`config.mk`:
```
export PLATFORM = sky130hd
export DESIGN_NAME = imem_loader
export DESIGN_NICKNAME = d
export VERILOG_FILES = /design/src/rtl/imem_loader.sv
export SDC_FILE = /design/constraint.sdc
export NUM_CORES = 1
export LEC_CHECK = 0
export ABC_AREA = 1
export BUFFER_PORTS_ARGS = -buffer_cell sky130_fd_sc_hd__buf_4
export CORE_UTILIZATION = 45
export DETAILED_ROUTE_END_ITERATION = 8
export GPL_ROUTABILITY_DRIVEN = 0
export MAX_ROUTING_LAYER = met4
export PLACE_DENSITY_LB_ADDON = 0.1
export RECOVER_POWER = 25
export SYNTH_ARGS = -nofsm -noshare
export SYNTH_HDL_FRONTEND = slang
export SYNTH_SLANG_ARGS = --single-unit
```
`constraint.sdc`:
```
create_clock -name clk -period 2.4 [get_ports clk]
set_clock_uncertainty 0.1 [all_clocks]
set_input_delay 0.36 -clock clk [delete_from_list [all_inputs] [get_ports clk]]
set_output_delay 0.36 -clock clk [all_outputs]
set_load 0.05 [all_outputs]
```
`src/rtl/imem_loader.sv`:
```
// Boot loader: turns a length-prefixed byte stream into 32-bit instruction
// memory writes, and holds the CPU in reset until the whole image is loaded.
module imem_loader (
    input  logic        clk,
    input  logic        reset,
    input  logic        byte_valid,
    input  logic [7:0]  byte_data,
    output logic        byte_ready,
    input  logic        reload,
    output logic        imem_wr_en,
    output logic [9:0]  imem_wr_addr,
    output logic [31:0] imem_wr_data,
    output logic        cpu_reset,
    output logic        load_done,
    output logic        load_err,
    output logic [10:0] words_loaded
);

    localparam int unsigned ST_W = 3;
    localparam logic [ST_W-1:0] ST_LEN_LO = 3'd0;
    localparam logic [ST_W-1:0] ST_LEN_HI = 3'd1;
    localparam logic [ST_W-1:0] ST_DATA   = 3'd2;
    localparam logic [ST_W-1:0] ST_DONE   = 3'd3;
    localparam logic [ST_W-1:0] ST_ERR    = 3'd4;

    localparam logic [15:0] MAX_WORDS   = 16'd1024;
    localparam logic [10:0] MAX_WORDS_W = 11'd1024;

    logic [ST_W-1:0] state_q, state_d;
    logic [7:0]      len_lo_q, len_lo_d;
    logic [15:0]     len_q, len_d;
    logic [1:0]      byte_cnt_q, byte_cnt_d;
    logic [31:0]     shift_q, shift_d;
    logic            byte_ready_q, byte_ready_d;
    logic            wr_en_q, wr_en_d;
    logic [9:0]      wr_addr_q, wr_addr_d;
    logic [31:0]     wr_data_q, wr_data_d;
    logic            cpu_reset_q, cpu_reset_d;
    logic            load_done_q, load_done_d;
    logic            load_err_q, load_err_d;
    logic [10:0]     words_q, words_d;
    logic            accept_c;
    logic [15:0]     len_new_c;

    // Next-state and registered-output logic
    always_comb begin
        state_d      = state_q;
        len_lo_d     = len_lo_q;
        len_d        = len_q;
        byte_cnt_d   = byte_cnt_q;
        shift_d      = shift_q;
        wr_en_d      = 1'b0;
        wr_addr_d    = wr_addr_q;
        wr_data_d    = wr_data_q;
        cpu_reset_d  = cpu_reset_q;
        words_d      = words_q;
        accept_c     = byte_valid && byte_ready_q;
        len_new_c    = {byte_data, len_lo_q};

        case (state_q)
            ST_LEN_LO: begin
                if (accept_c) begin
                    len_lo_d = byte_data;
                    state_d  = ST_LEN_HI;
                end
            end
            ST_LEN_HI: begin
                if (accept_c) begin
                    len_d = len_new_c;
                    if (len_new_c == 16'd0) begin
                        state_d     = ST_DONE;
                        cpu_reset_d = 1'b0;
                    end else if (len_new_c > MAX_WORDS) begin
                        state_d = ST_ERR;
                    end else begin
                        state_d = ST_DATA;
                    end
                end
            end
            ST_DATA: begin
                if (accept_c) begin
                    shift_d    = {shift_q[23:0], byte_data};
                    byte_cnt_d = byte_cnt_q + 2'd1;
                    if (byte_cnt_q == 2'd3) begin
                        wr_en_d   = 1'b1;
                        wr_addr_d = words_q[9:0];
                        wr_data_d = {shift_q[23:0], byte_data};
                        words_d   = (words_q == MAX_WORDS_W) ? words_q : words_q + 11'd1;
                        if (16'(words_q) + 16'd1 == len_q) begin
                            state_d = ST_DONE;
                        end
                    end
                end
            end
            ST_DONE, ST_ERR: begin
                // Final strobe lands in the first DONE cycle; release the CPU after it
                if (state_q == ST_DONE) begin
                    cpu_reset_d = 1'b0;
                end
                if (reload) begin
                    state_d     = ST_LEN_LO;
                    cpu_reset_d = 1'b1;
                    words_d     = 11'd0;
                    byte_cnt_d  = 2'd0;
                    shift_d     = 32'd0;
                end
            end
            default: begin
                state_d = ST_LEN_LO;
            end
        endcase

        byte_ready_d = (state_d == ST_LEN_LO) || (state_d == ST_LEN_HI) || (state_d == ST_DATA);
        load_done_d  = (state_d == ST_DONE);
        load_err_d   = (state_d == ST_ERR);
    end

    always_ff @(posedge clk) begin
        if (reset) begin
            state_q      <= ST_LEN_LO;
            len_lo_q     <= 8'd0;
            len_q        <= 16'd0;
            byte_cnt_q   <= 2'd0;
            shift_q      <= 32'd0;
            byte_ready_q <= 1'b1;
            wr_en_q      <= 1'b0;
            wr_addr_q    <= 10'd0;
            wr_data_q    <= 32'd0;
            cpu_reset_q  <= 1'b1;
            load_done_q  <= 1'b0;
            load_err_q   <= 1'b0;
            words_q      <= 11'd0;
        end else begin
            state_q      <= state_d;
            len_lo_q     <= len_lo_d;
            len_q        <= len_d;
            byte_cnt_q   <= byte_cnt_d;
            shift_q      <= shift_d;
            byte_ready_q <= byte_ready_d;
            wr_en_q      <= wr_en_d;
            wr_addr_q    <= wr_addr_d;
            wr_data_q    <= wr_data_d;
            cpu_reset_q  <= cpu_reset_d;
            load_done_q  <= load_done_d;
            load_err_q   <= load_err_d;
            words_q      <= words_d;
        end
    end

    assign byte_ready   = byte_ready_q;
    assign imem_wr_en   = wr_en_q;
    assign imem_wr_addr = wr_addr_q;
    assign imem_wr_data = wr_data_q;
    assign cpu_reset    = cpu_reset_q;
    assign load_done    = load_done_q;
    assign load_err     = load_err_q;
    assign words_loaded = words_q;

endmodule

```
# == Word level (Yosys, flattened, before mapping) ==
# Cells that the tools add are included.
# totals
wordCells,79
regBits,111
inputBits,12
# classes
reduce_logical,16
bitwise,2
addsub,3
n_lt_le_gt_ge,1
muxes,26
n_eq_ne,18
# op_table
op,count
24-bit two-way mux,2
24-bit one-hot mux with 2 select lines,1
11-bit two-way mux,4
3-bit two-way mux,8
11-bit one-hot mux with 2 select lines,1
12-bit by 16-bit equality test with 1-bit output,1
"16-bit by 11-bit greater-than comparator with 1-bit output, second input constant",1
16-bit zero test,1
"11-bit by 1-bit adder with 12-bit output, second input constant",1
"3-bit by 2-bit equality test with 1-bit output, second input constant",4
"2-bit inequality test, second input constant",6
3-bit one-hot mux with 4 select lines,1
"11-bit by 1-bit adder with 11-bit output, second input constant",1
"11-bit equality test, second input constant",1
"3-bit by 1-bit equality test with 1-bit output, second input constant",2
"3-bit equality test, second input constant",2
3-bit zero test,2
3-bit AND reduction,2
1-bit two-way mux,5
5-bit AND reduction,1
2-bit two-way mux,2
2-bit one-hot mux with 2 select lines,1
2-bit AND reduction,2
4-bit AND reduction,1
10 further kinds,13

# == Longest topological paths before layout ==
# depth
depth_word,9
ltp_mapped,13
depth_no_buf,13

# == Least setup slack after synthesis ==
# No wires, ideal clock.
# synth_timing
path_type,flip-flop to flip-flop
start,"register words_q[1], in the netlist words_loaded[1]"
end,"register byte_ready_q, in the netlist byte_ready"
stages_incl_launch_ff,13
setup_slack_ns,0.261
synth_period_minus_slack_ns,2.139
arrival_ns,1.909
required_ns,2.170
path_cell_list,dfxtp_1 -> ha_1 -> nand2_1 -> nor2_2 -> nand2_1 -> nor2_1 -> nand2_1 -> nand3_1 -> nand2_1 -> nor2_1 -> nand3_1 -> nand3_1 -> nand3_1
# synth_between
elab_chain_cells,9
word_cells_on_any_way,11
# synth_rtl
element,line_no,source
start: declaration,41,"logic [10:0] words_q, words_d;"
start signal: assignment,146,words_q <= words_d;
11-bit by 1-bit adder with 12-bit output *,89,if (16'(words_q) + 16'd1 == len_q) begin
12-bit by 16-bit equality test with 1-bit output *,89,
3-bit two-way mux *,89,
3-bit two-way mux *,84,if (byte_cnt_q == 2'd3) begin
3-bit two-way mux *,81,if (accept_c) begin
3-bit one-hot mux with 4 select lines *,60,case (state_q)
3-bit by 1-bit equality test with 1-bit output / 3-bit zero test (equally long branches),113,byte_ready_d = (state_d == ST_LEN_LO) || (state_d == ST_LEN_HI) || (state_d == ST_DATA);
1-bit logical OR,113,
1-bit logical OR *,113,
end signal: assignment,139,byte_ready_q <= byte_ready_d;
end: declaration,34,"logic byte_ready_q, byte_ready_d;"
# Mark *: on every way between the ends. The rest lies on a longest branch, timed or not.
# A chain may end at the register's enable or synchronous reset.

# == Final worst setup path ==
# layout_timing
start,"register words_q[0], in the netlist words_loaded[0]"
end,"register byte_ready_q, in the netlist byte_ready"
# Same word-level chain as after synthesis.

==> report_table.html <==
<table>
<tr><th>Metric</th><th>Value</th></tr>
<tr><th colspan="2">Power</th></tr>
<tr><td>Cell Pwr Density</td><td>627 nW/um^2</td></tr>
<tr><td>Cell leakage power</td><td>between 0.002 and 0.0025 uW</td></tr>
<tr><td>Peak supply drop</td><td>between 0.2 and 0.3 mV</td></tr>
<tr><th colspan="2">Logic synthesis</th></tr>
<tr><td>Gate count after technology mapping</td><td>about 640</td></tr>
<tr><td>Number of unique standard cell types used by synthesis</td><td>27</td></tr>
<tr><td>Largest area contributor in the netlist</td><td>dfxtp_1</td></tr>
<tr><td>Post-Syn Nets</td><td>between 600 and 700</td></tr>
<tr><td>Top cells by area in the synthesized netlist</td><td>dfxtp_1, nand2_1, a21oi_1, nor2_1, o21ai_0</td></tr>
<tr><td>Synth Warn #</td><td>0</td></tr>
<tr><td>Cell area after synthesis</td><td>4640 um^2</td></tr>
<tr><td>Mean post-synth cell area</td><td>7.27 um^2</td></tr>
<tr><td>Post-synthesis register bit count</td><td>about 110</td></tr>
<tr><td>Proportion of synthesized chip area in sequential cells</td><td>a little under half</td></tr>
<tr><td>Post-synth top area share</td><td>47.9%</td></tr>
<tr><th colspan="2">Cells and area</th></tr>
<tr><td>Commonest cells after routing, fill and taps aside</td><td>dfxtp_1, nand2_1, nor2_1, a21oi_1, o21ai_0</td></tr>
<tr><td>Share of final-layout standard cells stronger than drive strength 1</td><td>approximately a tenth</td></tr>
<tr><td>Most common library cell in the layout ignoring fill and taps</td><td>dfxtp_1</td></tr>
<tr><td>Non-filler instance count after layout</td><td>833</td></tr>
<tr><td>Antenna diode count</td><td>0</td></tr>
<tr><td>Final-stage net count</td><td>710</td></tr>
<tr><td>Layout-stage area growth over the synthesis result</td><td>13.7%</td></tr>
<tr><th colspan="2">Clocking</th></tr>
<tr><td>CTS Buf Count</td><td>9</td></tr>
<tr><td>Post-CTS setup buffer count</td><td>0</td></tr>
<tr><td>Root buffer selected by CTS</td><td>clkbuf_8</td></tr>
<tr><td>Cells resized by post-CTS repair</td><td>0</td></tr>
<tr><td>Hold-fix buffers at CTS</td><td>0</td></tr>
<tr><td>Max Root-Sink Buffers</td><td>2</td></tr>
<tr><td>Clock slew seen by the registers of the worst setup and hold paths</td><td>about 0.10 ns</td></tr>
<tr><td>Clock sink count</td><td>approximately 110</td></tr>
<tr><td>Clock H-tree levels</td><td>3</td></tr>
<tr><td>Clock tree from TritonCTS</td><td>done</td></tr>
<tr><td>Clk_lat worst skew</td><td>0.37 ns</td></tr>
<tr><th colspan="2">Detailed routing</th></tr>
<tr><td>Total number of vias</td><td>~4300</td></tr>
<tr><td>Number of detailed-routing iterations run before antenna repair</td><td>5</td></tr>
<tr><td>Post-route ant nets</td><td>0</td></tr>
<tr><td>Routed Wire Length</td><td>11600 um</td></tr>
<tr><td>Average wire length per cell after detail routing</td><td>13.9 um</td></tr>
<tr><td>Post-detailed-route via-to-cell ratio</td><td>about 5.1</td></tr>
<tr><td>Drt first-iter violations</td><td>between 200 and 250</td></tr>
<tr><td>Number of design rule violations left after detail routing</td><td>0</td></tr>
<tr><th colspan="2">GRT</th></tr>
<tr><td>Maximum number of pins on one net before global-route repair</td><td>slightly above 50</td></tr>
<tr><td>Via count of the first global-routing pass</td><td>between 3000 and 4000</td></tr>
<tr><td>Total global routing overflow</td><td>0</td></tr>
<tr><td>Global-route wire length before repair</td><td>approximately 19000 um</td></tr>
<tr><td>GRT Overall Usage</td><td>about 23%</td></tr>
<tr><td>Initial antenna violation count</td><td>0</td></tr>
<tr><th colspan="2">Min path</th></tr>
<tr><td>Min-delay worst type</td><td>input port to register</td></tr>
<tr><td>Worst min-delay path endpoint</td><td>cpu_reset</td></tr>
<tr><td>Worst hold path cell count</td><td>3</td></tr>
<tr><td>Hold Crit Start</td><td>reload</td></tr>
<tr><th colspan="2">Setup path</th></tr>
<tr><td>Worst Path Required</td><td>between 2 and 3 ns</td></tr>
<tr><td>Worst setup EP type</td><td>register</td></tr>
<tr><td>Register-to-register setup slack</td><td>0.42 ns</td></tr>
<tr><td>WS Path Type</td><td>register to register</td></tr>
<tr><td>Number of cell instances on the worst register-to-register path</td><td>12</td></tr>
<tr><td>Critical path startpoint category</td><td>register</td></tr>
<tr><td>Worst-path cell chain</td><td>ha_1 -&gt; nand2_1 -&gt; nor2_2 -&gt; nand2_1 -&gt; nor2_1 -&gt; nand2_1 -&gt; nand3_1 -&gt; nand2_1 -&gt; nor2_1 -&gt; nand3_1 -&gt; nand3_1 -&gt; nand3_1</td></tr>
<tr><td>Worst Path Arrival</td><td>roughly 2.1 ns</td></tr>
<tr><td>Slowest-stage cell, CP</td><td>dfxtp_1</td></tr>
<tr><td>Peak per-stage delay on the critical path</td><td>roughly 0.4 ns</td></tr>
<tr><td>Critical path fanouts, max</td><td>5</td></tr>
<tr><td>Capture instance of the worst register-to-register path</td><td>byte_ready</td></tr>
<tr><td>Launch point of the worst reg-to-reg path</td><td>words_loaded[0]</td></tr>
<tr><th colspan="2">Floorplan</th></tr>
<tr><td>Number of rows created at floorplan</td><td>36</td></tr>
<tr><td>I/O pins</td><td>70</td></tr>
<tr><td>Height of the die</td><td>slightly above 100 um</td></tr>
<tr><td>Horizontal die dimension</td><td>between 100 and 150 um</td></tr>
<tr><td>Core Box Area</td><td>9860 um^2</td></tr>
<tr><td>Initial cell density of the core</td><td>between 40 and 50%</td></tr>
<tr><td>Die outline area</td><td>10700 um^2</td></tr>
<tr><th colspan="2">Timing</th></tr>
<tr><td>RSZ-0062 raised after global routing</td><td>false</td></tr>
<tr><td>Final Hold Vio Count</td><td>0</td></tr>
<tr><td>Portion of the clock cycle consumed by the worst path in the final layout</td><td>about 83%</td></tr>
<tr><td>Highest achievable clock rate</td><td>504 MHz</td></tr>
<tr><td>Finish-stage setup viols</td><td>0</td></tr>
<tr><td>Relative max-transition margin</td><td>between 50 and 60%</td></tr>
<tr><td>Fin Setup TNS</td><td>0 ns</td></tr>
<tr><td>Worst Max-Slew Pin Slew</td><td>0.650 ns</td></tr>
<tr><td>Final-report max-slew violation count</td><td>0</td></tr>
<tr><td>Final Critical Period</td><td>a little under 2 ns</td></tr>
<tr><th colspan="2">Placed design</th></tr>
<tr><td>DP Wirelength</td><td>around 8100 um</td></tr>
<tr><td>Cell count after placement</td><td>817</td></tr>
<tr><td>Count of buffers from port buffering</td><td>between 60 and 70</td></tr>
<tr><th colspan="2">Job</th></tr>
<tr><td>Max-Cap Viols</td><td>0</td></tr>
<tr><th colspan="2">Status</th></tr>
<tr><td>Run status</td><td>completed</td></tr>
</table>
worst max-delay path by stage:
stage | cells past startpoint | endpoint | slack, ns | from
after CTS | 12 | byte_ready | 0.42 | words_loaded[1]
after global routing | 12 | byte_ready | 0.20 | words_loaded[0]
after global placement | 12 | byte_ready | 0.47 | words_loaded[1]
final | 12 | byte_ready | 0.42 | words_loaded[0]
after detailed placement | 9 | words_loaded[9] | 0.41 | byte_valid
after floorplan | 12 | byte_ready | 0.26 | words_loaded[1]
critical path, delay by kind of cell, from the launching register on:
kind                       cells  cell delay (ns)
adders and majority gates      1             0.23
DFF                            1             0.40
and+or+nand+nor               11             1.12
synthesized netlist by cell type, drive strengths merged:
library cell  number
dfxtp            111
nand2            108
nor2             103
a21oi             74
o21ai             71
nand3             57
inv               53
clkbuf            17
buf               16
nand4              9
a211oi             5
nor3               4
ha                 3
a31oi              2
nor4               2
clkinv             1
o211a              1
or2                1
area by class of cell:
type / count / area, um^2
Sequential cell: 111 / 2220
Clock inverter: 6 / 51.3
Fill cell: 1026 / 4590
Timing Repair Buffer: 79 / 448
Multi-Input combinational cell: 440 / 2060
Clock buffer: 10 / 128
Inverter: 54 / 203
Tap cell: 133 / 166
power breakdown:
group          internal [uW]  switching [uW]
registers               1890            34.2
clock network            395             647
logic                    102             236
total                   2390             917
flip-flops by register name, indices dropped and copies added (netlist names), 2 cells and up:
name / count
imem_wr_data: 32
imem_wr_addr: 10
state_q: 3
len_q: 16
words_loaded: 11
shift_q: 24
byte_cnt_q: 2
len_lo_q: 8
through the flow:
step	cell area, um^2	hold WS (ns)	power [uW]	setup WS, ns	util, %
floorplan	4640	0.329	2200	0.261	-
global placement	5250	0.341	2300	0.473	53.2
detailed placement	5250	0.347	2310	0.412	53.2
CTS	5430	0.116	3340	0.419	55.1
global route	5270	0.129	3460	0.199	53.5
finish	5270	0.130	3300	0.416	53.5
cell families after synthesis:
logic type / Yosys count / share of synthesized area [%]
AOI/OAI and AO/OA: 153 / 17.4
and+or+nand+nor: 284 / 26.1
adders and majority gates: 3 / 0.809
DFF: 111 / 47.9
buffers and inverters: 87 / 7.79
metal layers:
layer / wire length [um] / part of all wire (%) / GRT usage (%)
met3: 633 / 5.5 / 3.40
met4: 122 / 1.1 / 6.73
met2: 5120 / 44 / 33.7
met1: 5730 / 49 / 31.5
met5: 0 / 0 / -
Power figures use the tool's default switching activity.
